--- config.mk ---
export PLATFORM = sky130hd
export DESIGN_NAME = score_keeper
export DESIGN_NICKNAME = d
export VERILOG_FILES = /design/src/rtl/pong_pkg.sv /design/src/rtl/score_keeper_edge_rise.sv /design/src/rtl/score_keeper.sv
export SDC_FILE = /design/constraint.sdc
export NUM_CORES = 1
export LEC_CHECK = 0
export ABC_CLOCK_PERIOD_IN_PS = 4700
export CORE_MARGIN = 2
export CORE_UTILIZATION = 50
export DETAILED_ROUTE_END_ITERATION = 6
export DONT_BUFFER_PORTS = 1
export GPL_ROUTABILITY_DRIVEN = 1
export GPL_TIMING_DRIVEN = 0
export SLEW_MARGIN = 20
export SYNTH_ARGS = -nofsm -noshare
export SYNTH_HDL_FRONTEND = slang
export SYNTH_HIERARCHICAL = 1
export SYNTH_SLANG_ARGS = --single-unit
--- constraint.sdc ---
create_clock -name clk -period 4.7 [get_ports clk]
set_clock_uncertainty 0.1 [all_clocks]
set_input_delay 0.235 -clock clk [delete_from_list [all_inputs] [get_ports clk]]
set_output_delay 0.235 -clock clk [all_outputs]
set_load 0.02 [all_outputs]
--- src/rtl/pong_pkg.sv ---
// Constants and encodings shared between score_keeper and the game state machine.
package pong_pkg;

  localparam int unsigned PHASE_W = 2;
  localparam int unsigned DEF_SCORE_W = 3;
  localparam int unsigned DEF_WIN_SCORE = 5;

  localparam logic [PHASE_W-1:0] ST_SPLASH = 2'd0;
  localparam logic [PHASE_W-1:0] ST_MIDDLE = 2'd1;
  localparam logic [PHASE_W-1:0] ST_PLAY   = 2'd2;
  localparam logic [PHASE_W-1:0] ST_END    = 2'd3;

  typedef enum logic [1:0] {
    WIN_NONE = 2'b00,
    WIN_P1   = 2'b01,
    WIN_P2   = 2'b10
  } winner_t;

endpackage

--- src/rtl/score_keeper_edge_rise.sv ---
// Registered rising-edge detector: rise_c is high while the level is high
// and was low at the previous clock edge.
module edge_rise (
  input  logic clk,
  input  logic rst,
  input  logic level,
  output logic rise_c
);

  logic level_q;

  always_ff @(posedge clk or posedge rst) begin
    if (rst) level_q <= 1'b0;
    else     level_q <= level;
  end

  assign rise_c = level & ~level_q;

endmodule

--- src/rtl/score_keeper.sv ---
// Turns goal levels into saturating per-player scores, a one-cycle score strobe,
// winner and next-server tracking, gated by the game phase.
module score_keeper
  import pong_pkg::*;
#(
  parameter int unsigned WIN_SCORE = DEF_WIN_SCORE,
  parameter int unsigned SCORE_W   = DEF_SCORE_W
) (
  input  logic               clk,
  input  logic               rst,
  input  logic [1:0]         cur_state,
  input  logic               goal_p1,
  input  logic               goal_p2,
  output logic [SCORE_W-1:0] p1,
  output logic [SCORE_W-1:0] p2,
  output logic               score,
  output logic [1:0]         winner,
  output logic               serve
);

  localparam logic [SCORE_W-1:0] WIN_VAL = SCORE_W'(WIN_SCORE);

  typedef enum logic [1:0] {IDLE, ARMED, LOCKED} fsm_t;

  fsm_t state;
  logic ev_p1, ev_p2;
  logic pend_p1, pend_p2;
  logic cand_p1, cand_p2;
  logic [SCORE_W-1:0] p1_inc, p2_inc;

  edge_rise u_rise_p1 (.clk(clk), .rst(rst), .level(goal_p1), .rise_c(ev_p1));
  edge_rise u_rise_p2 (.clk(clk), .rst(rst), .level(goal_p2), .rise_c(ev_p2));

  // Award candidates combine a fresh edge with any point latched during middle
  always_comb begin
    cand_p1 = ev_p1 | pend_p1;
    cand_p2 = ev_p2 | pend_p2;
    p1_inc  = (p1 == WIN_VAL) ? p1 : p1 + SCORE_W'(1);
    p2_inc  = (p2 == WIN_VAL) ? p2 : p2 + SCORE_W'(1);
  end

  always_ff @(posedge clk or posedge rst) begin
    if (rst) begin
      state   <= IDLE;
      p1      <= '0;
      p2      <= '0;
      score   <= 1'b0;
      winner  <= WIN_NONE;
      serve   <= 1'b0;
      pend_p1 <= 1'b0;
      pend_p2 <= 1'b0;
    end else begin
      score <= 1'b0;
      case (cur_state)
        ST_SPLASH: begin
          state   <= IDLE;
          p1      <= '0;
          p2      <= '0;
          winner  <= WIN_NONE;
          serve   <= 1'b0;
          pend_p1 <= 1'b0;
          pend_p2 <= 1'b0;
        end
        ST_END: begin
          state   <= IDLE;
          pend_p1 <= 1'b0;
          pend_p2 <= 1'b0;
        end
        ST_MIDDLE: begin
          state <= ARMED;
          // A simultaneous pending pair is a let and cancels out
          if (state == ARMED) begin
            if (cand_p1 && cand_p2) begin
              pend_p1 <= 1'b0;
              pend_p2 <= 1'b0;
            end else begin
              pend_p1 <= cand_p1;
              pend_p2 <= cand_p2;
            end
          end
        end
        default: begin
          if (state == ARMED && winner == WIN_NONE) begin
            if (cand_p1 && !cand_p2) begin
              p1      <= p1_inc;
              score   <= 1'b1;
              serve   <= 1'b1;
              state   <= LOCKED;
              pend_p1 <= 1'b0;
              pend_p2 <= 1'b0;
              if (p1_inc == WIN_VAL) winner <= WIN_P1;
            end else if (cand_p2 && !cand_p1) begin
              p2      <= p2_inc;
              score   <= 1'b1;
              serve   <= 1'b0;
              state   <= LOCKED;
              pend_p1 <= 1'b0;
              pend_p2 <= 1'b0;
              if (p2_inc == WIN_VAL) winner <= WIN_P2;
            end else if (cand_p1 && cand_p2) begin
              pend_p1 <= 1'b0;
              pend_p2 <= 1'b0;
            end
          end
        end
      endcase
    end
  end

endmodule

==> tab_implementation.tex, run 1 <==
\begin{tabular}{lr}
\hline
Metric & Value \\
\hline
\multicolumn{2}{l}{\textbf{Timing}} \\
Period utilisation layout & 41.9\% \\
Worst-case hold slack & 0.103 ns \\
Slew HR & 62.7\% \\
Final Hold Fails & 0 \\
Clock period minus worst slack & 1.97 ns \\
Endpoints failing setup & 0 \\
Total Negative Setup Slacks & 0 ns \\
Achievable clock frequency & 0.508 GHz \\
Max-slew violation total from the final report & 0 \\
Slack of the critical path & 2.73 ns \\
Transition time of the tightest slew-check pin & 0.560 ns \\
Unrepaired setup endpoints after global routing & no \\
\multicolumn{2}{l}{\textbf{Worst setup path}} \\
Reg2Reg Capture Point & p2[2] \\
FF-to-FF Start & u\_rise\_p1/level\_q \\
Critical setup path kind & flip-flop to flip-flop \\
Critical path fanouts, max & 7 \\
Worst R2R Path Depth & 7 \\
Category of the worst setup path capture point & flip-flop \\
Required time reported for the critical path endpoint & 4.80 ns \\
Reg-to-reg setup timing slack & 2.73 ns \\
Worst Path Arrival & 2.07 ns \\
Startpoint type of the worst setup path & flip-flop \\
\multicolumn{2}{l}{\textbf{Layout}} \\
Area growth from synthesis to final layout & 9.23\% \\
Ratio of cells with drive above 1 in the final layout & 15.3\% \\
Cell area after layout & 1180 um2 \\
Antenna diode count & 0 \\
Post-layout nets & 139 \\
Count of fill cells added during filler insertion & 186 \\
\multicolumn{2}{l}{\textbf{Yosys}} \\
Warnings from Yosys & 6 \\
Complex-gate fraction of the synthesized area & 16.1\% \\
Synthesized-area fraction occupied by and/or/nand/nor cells & 23.4\% \\
Most common cell in the netlist & sky130\_fd\_sc\_hd\_\_dfrtp\_1 \\
Unique cell type count in the Yosys netlist & 32 \\
Post-synthesis share of cell area spent on full adders, half adders and majority gates & 16.1\% \\
Combinational family with the most area after synthesis & simple AND/OR/NAND/NOR gates \\
Sequential element share of the synthesized area & 36.9\% \\
Commonest register cell after synthesis & sky130\_fd\_sc\_hd\_\_dfrtp\_1 \\
Async set-or-reset flop fraction in the synthesized netlist & 100\% \\
Syn nets & 131 \\
Post-synthesis mux area share & 1.85\% \\
Most used standard cells in the synthesized netlist & 16 x sky130\_fd\_sc\_hd\_\_dfrtp\_1, 14 x sky130\_fd\_sc\_hd\_\_ha\_1, 11 x sky130\_fd\_sc\_hd\_\_inv\_1 \\
Number of synthesized register bits & 16 \\
Area share of the largest cell type after synthesis & 36.9\% \\
Xor/xnor cell area share of the yosys netlist & 0\% \\
Instance count of the mapped netlist & 111 \\
Top cells by area in the synthesized netlist & sky130\_fd\_sc\_hd\_\_dfrtp\_1 37\%, sky130\_fd\_sc\_hd\_\_ha\_1 16\%, sky130\_fd\_sc\_hd\_\_inv\_1 3.8\% \\
Netlist area before placement & 1080 um2 \\
Number of flops mapped to enable cells by yosys & 0 \\
Synth Area per Inst & 9.77 um2 \\
Cell accounting for the most synthesized area & sky130\_fd\_sc\_hd\_\_dfrtp\_1 \\
\multicolumn{2}{l}{\textbf{Power and ir drop}} \\
Leakage power & 0.573 nW \\
Share of total power in sequential cells & 49.1\% \\
Peak VDD IR & 276 uV \\
Switch share & 37.6\% \\
Portion of total power attributed to the clock network & 22.1\% \\
Int Power & 0.000266 W \\
Pwr per Cell Area & 359 nW/um2 \\
Combinational power share & 28.8\% \\
Switching power total & 0.000160 W \\
\multicolumn{2}{l}{\textbf{Place}} \\
Total of buffers placed on input and output ports & 0 \\
Final Wtd Congestion & 0.734 \\
DP Worst Slack & 2.76 ns \\
Half-perimeter wire length of the detailed placement result & 1.51 mm \\
Post-place instance area & 1120 um2 \\
\multicolumn{2}{l}{\textbf{Run status}} \\
Status & finished, final reports clean \\
\multicolumn{2}{l}{\textbf{Clocking}} \\
Clock buffers created by TritonCTS & 3 \\
Max H-tree Level & 1 \\
Clock Sinks & 16 \\
TritonCTS clock tree & built \\
Clock transition at the register clock pins on the worst setup and hold paths after CTS & 0.10 ns \\
Clock latency at the later pin of the worst-skew pair & 0.29 ns \\
Root Driver & sky130\_fd\_sc\_hd\_\_clkbuf\_4 \\
Max Buffers Root-to-Sink & 2 \\
\multicolumn{2}{l}{\textbf{Die}} \\
Floorplan Core Area & 2000 um2 \\
Die X-Extent & 50.6 um \\
Chip Height & 50.6 um \\
Std cell rows & 16 \\
Die area & 2560 um2 \\
I/O Pins & 16 \\
Effective utilization at floorplan & 54.2\% \\
\multicolumn{2}{l}{\textbf{Drt}} \\
Residual antenna-violating net count after detailed routing & 0 \\
Drc violations & 0 \\
Iteration count of the initial detailed-routing pass & 4 \\
Number of DRC violations after detailed-routing iteration 0 & 7 \\
Via density per instance & 5.54 \\
Wire length reported by the detailed router & 2.04 mm \\
Via count & 804 \\
Average detailed-routed wire length per instance & 14.1 um \\
\multicolumn{2}{l}{\textbf{GRT}} \\
Vias in the first global route & 800 \\
GRT Overall Usage & 18.3\% \\
Maximum number of pins on one net before global-route repair & 15 \\
Antenna violations before repair & 0 \\
Total gr overflow & 0 \\
First-pass GRT wire length & 3.57 mm \\
\multicolumn{2}{l}{\textbf{Min path}} \\
Worst hold path type & input pin to flip-flop \\
Hold endpoint & state[1] \\
Worst Hold Launch & cur\_state[1] \\
Number of cells traversed by the worst hold path & 2 \\
\multicolumn{2}{l}{\textbf{Flow run}} \\
Max Cap Violations & 0 \\
\hline
\end{tabular}
==> repair_timing <==
item                      4_1_cts  5_1_grt
hold endpoints to repair       18        0
hold buffers                    3        0
setup buffers                   0        0
resized for setup               0        0
==> cells by family (layout without fill, tap and decap cells) <==
logic type	count (synthesis)	after routing
AOI/OAI and AO/OA	27	27
adders and majority gates	14	14
buffers and inverters	14	21
DFF	16	16
muxes	2	2
and+or+nand+nor	38	38
==> worst max-delay path: stages (launching register included) <==
cell,delay (ns)
sky130_fd_sc_hd__dfrtp_1,0.39
sky130_fd_sc_hd__nor2b_4,0.04
sky130_fd_sc_hd__or2_2,0.31
sky130_fd_sc_hd__ha_1,0.30
sky130_fd_sc_hd__and2b_1,0.26
sky130_fd_sc_hd__and3_1,0.19
sky130_fd_sc_hd__a21oi_1,0.07
sky130_fd_sc_hd__a221oi_1,0.22
==> how the worst max path moves through the flow <==
stage / start / end / slack (ns) / depth (start not counted)
floorplan: u_rise_p2/level_q / p2[2] / 2.92 / 8
global placement: u_rise_p2/level_q / p2[2] / 2.75 / 7
detailed placement: u_rise_p2/level_q / p2[2] / 2.76 / 8
CTS: u_rise_p2/level_q / p2[2] / 2.72 / 7
global route: u_rise_p2/level_q / p2[2] / 2.60 / 8
finish: u_rise_p1/level_q / p2[2] / 2.73 / 7
==> cells in the final DEF, fill, tap and decap left out, types with 2 or more instances in the layout <==
cell                            instances
sky130_fd_sc_hd__o21ai_1                2
sky130_fd_sc_hd__clkbuf_1               2
sky130_fd_sc_hd__nor4bb_1               2
sky130_fd_sc_hd__o41ai_1                2
sky130_fd_sc_hd__ha_1                  14
sky130_fd_sc_hd__or2_2                  3
sky130_fd_sc_hd__a32o_1                 2
sky130_fd_sc_hd__inv_1                 11
sky130_fd_sc_hd__nand3_1                3
sky130_fd_sc_hd__nand2_1               10
sky130_fd_sc_hd__a31o_2                 2
sky130_fd_sc_hd__dfrtp_1               16
sky130_fd_sc_hd__clkbuf_4               3
sky130_fd_sc_hd__and3_2                 2
sky130_fd_sc_hd__mux2i_1                2
sky130_fd_sc_hd__nor2b_4                2
sky130_fd_sc_hd__a21oi_1                6
sky130_fd_sc_hd__nor4b_1                2
sky130_fd_sc_hd__o21ai_0                8
sky130_fd_sc_hd__nor2_1                 5
sky130_fd_sc_hd__a31oi_1                2
sky130_fd_sc_hd__and3_1                 2
sky130_fd_sc_hd__dlygate4sd3_1          3
==> flip-flops by register name, indices dropped and copies added (netlist names) <==
signal / cells
u_rise_p1/level_q: 1
state: 2
pend_p1: 1
p2: 3
winner: 2
serve: 1
p1: 3
pend_p2: 1
score: 1
u_rise_p2/level_q: 1
==> layer usage <==
layer	global-route usage [%]	wire length [um]
met1	25.8	1060
met4	5.41	21
met5	0	0
met3	4.46	87
met2	27.6	870
==> power by group through the flow <==
stage / Combinational, W / Clock [W] / Sequential, W
5_1_grt: 0.000141 / 0.000101 / 0.000214
3_5_place_dp: 0.000120 / 0 / 0.000212
4_1_cts: 0.000123 / 0.0000953 / 0.000210
3_3_place_gp: 0.000115 / 0 / 0.000211
6_report: 0.000123 / 0.0000939 / 0.000209
2_1_floorplan: 0.0000992 / 0 / 0.000204
==> per-stage QoR <==
step                cells  power [W]  utilization (%)
global route          145   0.000456             59.2
floorplan             111   0.000304                -
finish                145   0.000426             59.2
CTS                   145   0.000428             59.2
global placement      138   0.000326             55.9
detailed placement    138   0.000333             55.9
==> area by class of cell <==
cell class	count	area, um2	area share (%)
Buffer	3	18.8	1.58
Clock buffer	4	36.3	3.06
Inverter	11	41.3	3.48
Multi-Input combinational cell	81	624	52.7
Sequential cell	16	400	33.8
Tap cell	27	33.8	2.85
Timing Repair Buffer	3	30.0	2.53
No activity file was read; power rests on OpenSTA's default activity.
==> run 2: changes to the inputs <==
--- a/config.mk
+++ b/config.mk
@@ -5,13 +5,14 @@
 export SDC_FILE = /design/constraint.sdc
 export NUM_CORES = 1
 export LEC_CHECK = 0
-export ABC_CLOCK_PERIOD_IN_PS = 4700
+export ABC_CLOCK_PERIOD_IN_PS = 1580
 export CORE_MARGIN = 2
 export CORE_UTILIZATION = 50
 export DETAILED_ROUTE_END_ITERATION = 6
 export DONT_BUFFER_PORTS = 1
 export GPL_ROUTABILITY_DRIVEN = 1
 export GPL_TIMING_DRIVEN = 0
+export PLACE_DENSITY = 0.68
 export SLEW_MARGIN = 20
 export SYNTH_ARGS = -nofsm -noshare
 export SYNTH_HDL_FRONTEND = slang
==> constraint.sdc (replaced) <==
create_clock -name clk -period 1.58 [get_ports clk]
set_clock_uncertainty 0.1 [all_clocks]
set_input_delay 0.079 -clock clk [delete_from_list [all_inputs] [get_ports clk]]
set_output_delay 0.079 -clock clk [all_outputs]
set_load 0.02 [all_outputs]
==> tab_implementation.tex, run 2 (synthesized netlist as in run 1, its figures left out) <==
\begin{tabular}{lr}
\hline
Metric & Value \\
\hline
\multicolumn{2}{l}{\textbf{Run status}} \\
Status & finished with violations (was finished, final reports clean) \\
Violations in the final reports & setup timing \\
\multicolumn{2}{l}{\textbf{Die}} \\
I/O Pins & 16 (unchanged) \\
Effective utilization at floorplan & 54.2\% (unchanged) \\
Chip Height & 50.6 um (unchanged) \\
Std cell rows & 16 (unchanged) \\
Floorplan Core Area & 2000 um2 (unchanged) \\
Die X-Extent & 50.6 um (unchanged) \\
Die area & 2560 um2 (unchanged) \\
\multicolumn{2}{l}{\textbf{GRT}} \\
Vias in the first global route & 865 (was 800) \\
Antenna violations before repair & 0 (unchanged) \\
Global-route met2 utilization & 36.2\% (was 27.6\%) \\
Maximum number of pins on one net before global-route repair & 15 (unchanged) \\
Met3 usage in global routing & 4.46\% (unchanged) \\
GR peak layer & met2 (unchanged) \\
Global-route track usage on met1 & 25.2\% (was 25.8\%) \\
Total gr overflow & 0 (unchanged) \\
GRT Overall Usage & 20.7\% (was 18.3\%) \\
First-pass GRT wire length & 3.95 mm (was 3.57 mm) \\
\multicolumn{2}{l}{\textbf{Drt}} \\
Number of DRC violations after detailed-routing iteration 0 & 14 (was 7) \\
Drc violations & 0 (unchanged) \\
Residual antenna-violating net count after detailed routing & 0 (unchanged) \\
Via count & 872 (was 804) \\
Average detailed-routed wire length per instance & 15.9 um (was 14.1 um) \\
Via density per instance & 5.70 (was 5.54) \\
Wire length reported by the detailed router & 2.44 mm (was 2.04 mm) \\
Iteration count of the initial detailed-routing pass & 4 (unchanged) \\
\multicolumn{2}{l}{\textbf{Place}} \\
DP Worst Slack & -0.259 ns (was 2.76 ns) \\
Number of cells after detailed placement & 138 (unchanged) \\
Total of buffers placed on input and output ports & 0 (unchanged) \\
Half-perimeter wire length of the detailed placement result & 1.63 mm (was 1.51 mm) \\
Final Wtd Congestion & 0.725 (was 0.734) \\
\multicolumn{2}{l}{\textbf{Worst setup path}} \\
Crit-path max cell delay & 0.42 ns (was 0.39 ns) \\
Critical path fanouts, max & 4 (was 7) \\
Cells traversed along the worst timing path & nor2b\_4 -> or2\_4 -> ha\_4 -> nand2\_2 -> or4\_4 -> o21ai\_2 (was nor2b\_4 -> or2\_2 -> ha\_1 -> and2b\_1 -> and3\_1 -> a21oi\_1 -> a221oi\_1) \\
Critical setup path kind & flip-flop to flip-flop (unchanged) \\
Buffers plus inverters on the worst setup path & 0 (unchanged) \\
Slowest stage cell on the critical path & sky130\_fd\_sc\_hd\_\_or4\_4 (was sky130\_fd\_sc\_hd\_\_dfrtp\_1) \\
Largest delay contributor family on the critical path & simple AND/OR/NAND/NOR gates (unchanged) \\
Startpoint type of the worst setup path & flip-flop (unchanged) \\
Category of the worst setup path capture point & flip-flop (unchanged) \\
Required time reported for the critical path endpoint & 1.72 ns (was 4.80 ns) \\
Worst Path Arrival & 1.91 ns (was 2.07 ns) \\
\multicolumn{2}{l}{\textbf{Layout}} \\
Biggest regs & p1 (3), p2 (3) (unchanged) \\
Ratio of cells with drive above 1 in the final layout & 32.5\% (was 15.3\%) \\
Post-layout nets & 147 (was 139) \\
Number of cells in the finished layout apart from fillers & 153 (was 145) \\
Area growth from synthesis to final layout & 22.8\% (was 9.23\%) \\
Final core utilization & 66.6\% (was 59.2\%) \\
Most common cell after layout, fill and taps aside & sky130\_fd\_sc\_hd\_\_ha\_1 (was sky130\_fd\_sc\_hd\_\_dfrtp\_1) \\
Most frequent cells in the layout & 12 x sky130\_fd\_sc\_hd\_\_ha\_1, 11 x sky130\_fd\_sc\_hd\_\_dfrtp\_1, 9 x sky130\_fd\_sc\_hd\_\_inv\_1, 9 x sky130\_fd\_sc\_hd\_\_nand2\_1, 6 x sky130\_fd\_sc\_hd\_\_dlygate4sd3\_1 (was 16 x sky130\_fd\_sc\_hd\_\_dfrtp\_1, 14 x sky130\_fd\_sc\_hd\_\_ha\_1, 11 x sky130\_fd\_sc\_hd\_\_inv\_1) \\
Antenna diode count & 0 (unchanged) \\
\multicolumn{2}{l}{\textbf{Timing}} \\
Final Hold Fails & 0 (unchanged) \\
Clock period minus worst slack & 1.77 ns (was 1.97 ns) \\
Transition time of the tightest slew-check pin & 0.568 ns (was 0.560 ns) \\
Unrepaired setup endpoints after global routing & yes (was no) \\
Slew HR & 62.1\% (was 62.7\%) \\
Endpoints failing setup & 11 (was 0) \\
Slack of the critical path & -0.189 ns (was 2.73 ns) \\
Max-slew violation total from the final report & 0 (unchanged) \\
Achievable clock frequency & 0.565 GHz (was 0.508 GHz) \\
Period utilisation layout & 112\% (was 41.9\%) \\
\multicolumn{2}{l}{\textbf{Clocking}} \\
Clock transition at the register clock pins on the worst setup and hold paths after CTS & 0.10 ns (about the same) \\
Clock buffers created by TritonCTS & 3 (unchanged) \\
Max H-tree Level & 1 (unchanged) \\
Clock latency at the later pin of the worst-skew pair & 0.30 ns (was 0.29 ns) \\
Root Driver & sky130\_fd\_sc\_hd\_\_clkbuf\_4 (unchanged) \\
TritonCTS clock tree & built (unchanged) \\
Clock Sinks & 16 (unchanged) \\
Max Buffers Root-to-Sink & 2 (unchanged) \\
\multicolumn{2}{l}{\textbf{Min path}} \\
Worst hold path type & input pin to flip-flop (unchanged) \\
\multicolumn{2}{l}{\textbf{Flow run}} \\
Max Cap Violations & 0 (unchanged) \\
\multicolumn{2}{l}{\textbf{Power and ir drop}} \\
Pwr per Cell Area & 1010 nW/um2 (was 359 nW/um2) \\
Total power draw & 0.00135 W (was 0.000426 W) \\
Peak VDD IR & 659 uV (was 276 uV) \\
Leakage power & 0.610 nW (was 0.573 nW) \\
\hline
\end{tabular}
-- run 2: path summary, 6_finish.rpt --
check	startpoint	end	slack [ns]	cells after the start
worst min register to register	pend_p1	pend_p1	0.41	1
min in group asynchronous	rst	u_rise_p2/level_q	0.57	3
worst min-delay path	cur_state[0]	state[1]	0.05	3
worst max-delay path	u_rise_p2/level_q	winner[1]	-0.19	6
worst max register to register	u_rise_p2/level_q	winner[1]	-0.19	6
max in group asynchronous	rst	u_rise_p1/level_q	0.15	4
-- run 2: power by group --
part | switching, W | total (W) | internal, W
Combinational | 0.000235 | 0.000473 | 0.000238
Clock | 0.000146 | 0.000245 | 0.0000986
Sequential | 0.000158 | 0.000631 | 0.000472
-- run 2: area by class of cell --
cell class,instances,area (um2)
clock buffers,4,26.3
multi-input cells,81,703
repair buffers,11,100
well taps,27,33.8
flip-flops and latches,16,407
inverters,11,43.8
fillers,168,669
plain buffers,3,18.8
-- run 2: stage by stage --
stage | setup TNS [ns] | area [um2] | hold slack [ns]
2_1_floorplan | -0.195 | 1120 | -0.292
3_3_place_gp | -0.902 | 1150 | -0.291
3_5_place_dp | -1.28 | 1150 | -0.289
4_1_cts | -1.32 | 1290 | 0.0525
5_1_grt | -2.13 | 1330 | 0.0783
6_report | -1.15 | 1330 | 0.0471
-- run 2: worst min-delay path, delay by kind of cell --
kind / cells / cell delay, ns
adders and majority gates: 1 / 0.15
buffers and inverters: 1 / 0.08
AOI/OAI and AO/OA: 1 / 0.12
-- run 2: per-layer routing --
layer  vias to the layer above  wire length (um)  share of wire [%]
li1                        429                 -                  -
met1                       428              1110                 45
met2                        13              1220                 50
met3                         2                81                3.3
met4                         0                25                1.0
met5                         -                 0                  0
-- run 2: repair_timing --
action,4_1_cts,5_1_grt
hold buffers,6,0
setup endpoints to repair,11,13
gates resized for setup,10,10
pin swaps,4,4
hold endpoints to repair,20,0
setup buffers,4,1
